$ cat src/rtl/hex_disp_pkg.sv
// hex_disp_pkg: shared 7-segment types, blank pattern and hex encode table
package hex_disp_pkg;
    typedef logic [6:0] seg7_t;
    localparam seg7_t SEG_BLANK = 7'h7F;
    localparam seg7_t SEG_TABLE [16] = '{
        7'h40, 7'h79, 7'h24, 7'h30, 7'h19, 7'h12, 7'h02, 7'h78,
        7'h00, 7'h10, 7'h08, 7'h03, 7'h46, 7'h21, 7'h06, 7'h0E
    };
endpackage

$ cat src/rtl/hex_display_ctrl_seg7_encode.sv
// seg7_encode: combinational hex nibble to active-low 7-segment pattern
module seg7_encode
    import hex_disp_pkg::*;
(
    input  logic [3:0] nibble,
    output logic [6:0] seg
);
    assign seg = SEG_TABLE[nibble];
endmodule

$ cat src/rtl/hex_display_ctrl.sv
// hex_display_ctrl: multi-digit hex display with static/scan outputs, lz blanking, blink, tear-free updates
module hex_display_ctrl
    import hex_disp_pkg::*;
#(
    parameter int NUM_DIGITS = 8,
    parameter int SCAN_DIV   = 50000,
    parameter int BLINK_DIV  = 25000000
) (
    input  logic                    clk,
    input  logic                    rst,
    input  logic                    load_valid,
    output logic                    load_ready,
    input  logic [4*NUM_DIGITS-1:0] load_value,
    input  logic                    blank_lz,
    input  logic [NUM_DIGITS-1:0]   blink_mask,
    input  logic                    scan_en,
    output logic [7*NUM_DIGITS-1:0] seg_static,
    output logic [6:0]              seg_scan,
    output logic [NUM_DIGITS-1:0]   digit_sel
);
    localparam int SW = $clog2(SCAN_DIV + 1);
    localparam int BW = $clog2(BLINK_DIV + 1);
    localparam int IW = NUM_DIGITS > 1 ? $clog2(NUM_DIGITS) : 1;
    localparam logic [SW-1:0] SCAN_LAST  = SW'(SCAN_DIV - 1);
    localparam logic [BW-1:0] BLINK_LAST = BW'(BLINK_DIV - 1);
    localparam logic [IW-1:0] IDX_LAST   = IW'(NUM_DIGITS - 1);

    logic [4*NUM_DIGITS-1:0] disp_q, disp_d, pend_q, pend_d;
    logic                    pend_valid_q, pend_valid_d;
    logic [SW-1:0]           scan_cnt_q, scan_cnt_d;
    logic [IW-1:0]           idx_q, idx_d;
    logic [BW-1:0]           blink_cnt_q, blink_cnt_d;
    logic                    blink_phase_q, blink_phase_d;
    logic [7*NUM_DIGITS-1:0] seg_static_q, seg_static_d;
    logic [6:0]              seg_scan_q, seg_scan_d;
    logic [NUM_DIGITS-1:0]   digit_sel_q, digit_sel_d;
    logic [6:0]              enc [NUM_DIGITS];
    logic [NUM_DIGITS-1:0]   lz;
    logic                    zero_run, tick, accept, commit;

    for (genvar i = 0; i < NUM_DIGITS; i++) begin : g_enc
        seg7_encode u_enc (.nibble(disp_q[4*i +: 4]), .seg(enc[i]));
    end

    always_comb begin
        tick          = scan_en && scan_cnt_q == SCAN_LAST;
        accept        = load_valid && !pend_valid_q;
        // pending data lands only on a frame wrap, or immediately once scanning stops
        commit        = pend_valid_q && (!scan_en || (tick && idx_q == IDX_LAST));
        disp_d        = commit ? pend_q : (accept && !scan_en) ? load_value : disp_q;
        pend_d        = (accept && scan_en) ? load_value : pend_q;
        pend_valid_d  = pend_valid_q ? !commit : accept && scan_en;
        scan_cnt_d    = (!scan_en || tick) ? '0 : scan_cnt_q + 1'b1;
        idx_d         = !scan_en ? '0 : tick ? (idx_q == IDX_LAST ? '0 : idx_q + 1'b1) : idx_q;
        blink_cnt_d   = blink_cnt_q == BLINK_LAST ? '0 : blink_cnt_q + 1'b1;
        blink_phase_d = blink_phase_q ^ (blink_cnt_q == BLINK_LAST);
        lz            = '0;
        zero_run      = blank_lz;
        for (int i = NUM_DIGITS - 1; i > 0; i--) begin
            zero_run = zero_run && disp_q[4*i +: 4] == 4'h0;
            lz[i]    = zero_run;
        end
        seg_static_d = '0;
        for (int i = 0; i < NUM_DIGITS; i++)
            seg_static_d[7*i +: 7] = ((blink_phase_q && blink_mask[i]) || lz[i]) ? SEG_BLANK : enc[i];
        seg_scan_d  = scan_en ? seg_static_d[7*idx_q +: 7] : SEG_BLANK;
        digit_sel_d = scan_en ? ~(NUM_DIGITS'(1) << idx_q) : '1;
    end

    always_ff @(posedge clk) begin
        if (rst) begin
            disp_q        <= '0;
            pend_q        <= '0;
            pend_valid_q  <= 1'b0;
            scan_cnt_q    <= '0;
            idx_q         <= '0;
            blink_cnt_q   <= '0;
            blink_phase_q <= 1'b0;
            seg_static_q  <= '1;
            seg_scan_q    <= SEG_BLANK;
            digit_sel_q   <= '1;
        end else begin
            disp_q        <= disp_d;
            pend_q        <= pend_d;
            pend_valid_q  <= pend_valid_d;
            scan_cnt_q    <= scan_cnt_d;
            idx_q         <= idx_d;
            blink_cnt_q   <= blink_cnt_d;
            blink_phase_q <= blink_phase_d;
            seg_static_q  <= seg_static_d;
            seg_scan_q    <= seg_scan_d;
            digit_sel_q   <= digit_sel_d;
        end
    end

    assign load_ready = !pend_valid_q;
    assign seg_static = seg_static_q;
    assign seg_scan   = seg_scan_q;
    assign digit_sel  = digit_sel_q;
endmodule

$ cat config.mk
export PLATFORM = sky130hd
export DESIGN_NAME = hex_display_ctrl
export DESIGN_NICKNAME = d
export VERILOG_FILES = /design/src/rtl/hex_disp_pkg.sv /design/src/rtl/hex_display_ctrl_seg7_encode.sv /design/src/rtl/hex_display_ctrl.sv
export SDC_FILE = /design/constraint.sdc
export NUM_CORES = 1
export LEC_CHECK = 0
export CAP_MARGIN = 20
export CORE_MARGIN = 3
export CORE_UTILIZATION = 35
export CTS_CLUSTER_DIAMETER = 200
export DETAILED_ROUTE_END_ITERATION = 7
export GPL_TIMING_DRIVEN = 1
export PLACE_DENSITY = 0.59
export SYNTH_ARGS = -nofsm -noshare
export SYNTH_HDL_FRONTEND = slang
export SYNTH_SLANG_ARGS = --single-unit
$ cat constraint.sdc
create_clock -name clk -period 2.6 [get_ports clk]
set_clock_uncertainty 0.15 [all_clocks]
set_input_delay 0.78 -clock clk [delete_from_list [all_inputs] [get_ports clk]]
set_output_delay 0.78 -clock clk [all_outputs]
set_load 0.05 [all_outputs]
==> impl_metrics.yaml <==
floorplan:
  io_pins: 117
  die_h_um: 165
  core_area_mm2: 0.0245
  initial_core_util_pct: 35.9
  rows: 57
  die-width_um: 165
  die-area_mm2: 0.0271
sta:
  post-route-period-util_pct: 99.2
  hold_slack_ps: 297
  maxSlewHeadroom_pct: 61.9
  setup_viol: 0
  slew_viol_final: 0
  fin_crit_ps: 2580
  max_freq_mhz: 388
  finalHoldViolCount: 0
  rsz0062_at_grt: "no"
  worst_pin_slew_ps: 565
global_route:
  grt_pass1_wl_mm: 37.4
  grt_max_degree: 86
  grt_usage_pct: 17.6
  antenna_found_initial: 0
  first_global_vias: 7004
  grt-ovfl-total: 0
setup_path:
  crit_slowest_cell: "clkdlybuf4s50_1"
  endpoint_kind: "primary output"
  reg2reg_slack_ps: 230
  required_ps: 1670
  cp_max_fo: 1
  cp.arrival_ps: 1650
  max_stage_delay_ps: 830
  start_kind: "flip-flop"
  cp_top_family: "buffers and inverters"
  path_class: "flip-flop to primary output"
  cp.buffers_inverters: 1
  path_cells: "clkdlybuf4s50_1"
drt:
  vias_per_cell: 4.98
  drt-total-wl_mm: 23.6
  wl_per_cell_um: 15.5
  drtPass1Iterations: 5
  vias: 7594
  ant_nets: 0
  drt_iter0_drc: 570
  drcViolationCount: 0
layout:
  drive_above_1_share_pct: 9.83
  area_growth_pct: 26.7
  antennaDiodeCount: 0
  layout_commonest_cell: "dfxtp_1"
  layout_common_cells: "181 x dfxtp_1, 163 x nand2_1, 148 x nor2_1"
  fillCellCount: 2427
  nets: 1285
logic_synthesis:
  synth_flop_cell: "dfxtp_1"
  syn_area_mm2: 0.00882
  ys_async_sr_fraction_pct: 0
  yosysSeqAreaShare_pct: 41.1
  syn_area_per_cell_um2: 8.36
  synth_nets: 1151
  ys_types: 66
  netlist_instances: 1055
  ys_seq_elements: 181
  synth_edf_count: 0
  yosysWarnings: 0
pwr:
  peakVddDrop_v: 0.000331
  powerDensity_mw_per_mm2: 637
  leakagePower_nw: 4.43
  power_w: 0.00712
cts:
  cts_hold_buf: 0
  cts_setup_buffers: 0
  cts-root-buf: "clkbuf_16"
  cts_resized: 0
  h-tree-depth: 4
  cts_buffers: 17
  cts_tree: "yes"
  clk_latency_ps: 440
  clk_path_buf_depth: 2
  clk_pin_slew_ps: 70
  cts.sinks: 181
outcome:
  outcome: "complete, no violations"
flow_run:
  maxCapViolations: 0
placed_design:
  gp_congestion: 0.902
  post-dp-hpwl_mm: 17.8
  portBuffers: 116
min_path:
  min_path_type: "flip-flop to flip-flop"
[logic make-up after synthesis]
| family | Yosys count | synth area share [%] |
|---|---|---|
| buffers and inverters | 94 | 4.19 |
| flip-flops | 181 | 41.1 |
| AO/OA/AOI/OAI | 201 | 14.9 |
| XOR/XNOR | 37 | 3.68 |
| adder cells (fa/ha/maj) | 51 | 7.24 |
| AND/OR/NAND/NOR | 450 | 23.3 |
| multiplexers | 41 | 5.58 |
[stage by stage]
stage / setup TNS, ps / setup WS (ps) / area (µm²) / utilization, % / std cells
after floorplan: 0 / 391 / 8820 / - / 1055
after global placement: -1680 / -220 / 10600 / 43.4 / 1494
after CTS: 0 / 4.54 / 11200 / 45.5 / 1524
after global routing: 0 / 7.03 / 11200 / 45.5 / 1524
after detailed placement: -1680 / -211 / 10600 / 43.4 / 1494
final: 0 / 21.3 / 11200 / 45.5 / 1524
[synthesized netlist by cell type (2+ instances only)]
cell | n | share of area (%)
nor4_1 | 2 | 0.14
nand4_1 | 13 | 0.92
o221ai_1 | 2 | 0.20
nor3b_1 | 4 | 0.34
buf_1 | 4 | 0.17
mux2_2 | 5 | 0.64
o21ai_0 | 32 | 1.8
nand2b_1 | 10 | 0.71
o21ai_1 | 2 | 0.11
or3_1 | 7 | 0.50
nor3_1 | 14 | 0.79
a32o_1 | 3 | 0.34
o211ai_1 | 3 | 0.26
nand3_1 | 27 | 1.5
nor2_1 | 149 | 6.3
a221o_1 | 3 | 0.34
o311ai_0 | 4 | 0.40
a211oi_1 | 33 | 2.8
a21oi_1 | 66 | 3.7
a22oi_1 | 17 | 1.4
clkbuf_1 | 42 | 1.8
mux2i_1 | 30 | 3.4
xnor2_1 | 13 | 1.3
or3b_2 | 2 | 0.20
or2_2 | 3 | 0.21
xor2_1 | 24 | 2.4
inv_1 | 35 | 1.5
o22ai_1 | 3 | 0.21
ha_1 | 51 | 7.2
a21boi_0 | 2 | 0.17
a32oi_1 | 9 | 0.89
a221oi_1 | 3 | 0.30
buf_2 | 13 | 0.74
dfxtp_1 | 181 | 41
and3_1 | 15 | 1.1
nand3b_1 | 2 | 0.17
nor4b_1 | 2 | 0.20
mux4_2 | 6 | 1.5
nand2_1 | 164 | 7.0
nor2b_1 | 20 | 1.4
a31oi_1 | 5 | 0.35
and2_1 | 6 | 0.43
[worst paths after layout]
path,cells past startpoint,from,end
hold / removal,1,blink_cnt_q[0],blink_cnt_q[0]
setup reg to reg,9,disp_q[29],seg_scan[6]
setup / recovery,1,seg_scan[5],seg_scan[5]
hold reg to reg,1,blink_cnt_q[0],blink_cnt_q[0]
[registers in the layout, indices dropped and copies added, names as in the netlist]
register       flops
blink_cnt_q       25
blink_phase_q      1
digit_sel          8
disp_q            32
idx_q              3
pend_q            32
pend_valid_q       1
scan_cnt_q        16
seg_scan           7
seg_static        56
[layer usage]
layer  global-route usage [%]  share of wire (%)  up-vias
met5                        0                  0        -
met4                     5.41                2.1        0
met3                     4.41                6.8       28
met2                     26.7                 43      191
met1                     24.7                 48     3476
li1                         -                  -     3899
[final cells by class]
type,count,area [µm²],area share [%]
Clock buffer,17,425,3.81
Inverter,35,131,1.18
Tap cell,324,405,3.63
Clock inverter,13,100,0.896
Sequential cell,181,3620,32.4
Timing Repair Buffer,174,1650,14.8
Multi-Input combinational cell,780,4840,43.3
[where the power goes]
part / internal, W / switching, W / leakage [nW]
registers: 0.00296 / 0.000111 / 1.49
logic: 0.000633 / 0.00106 / 2.70
clock network: 0.00122 / 0.00113 / 0.245
Power figures use the tool's default switching activity.
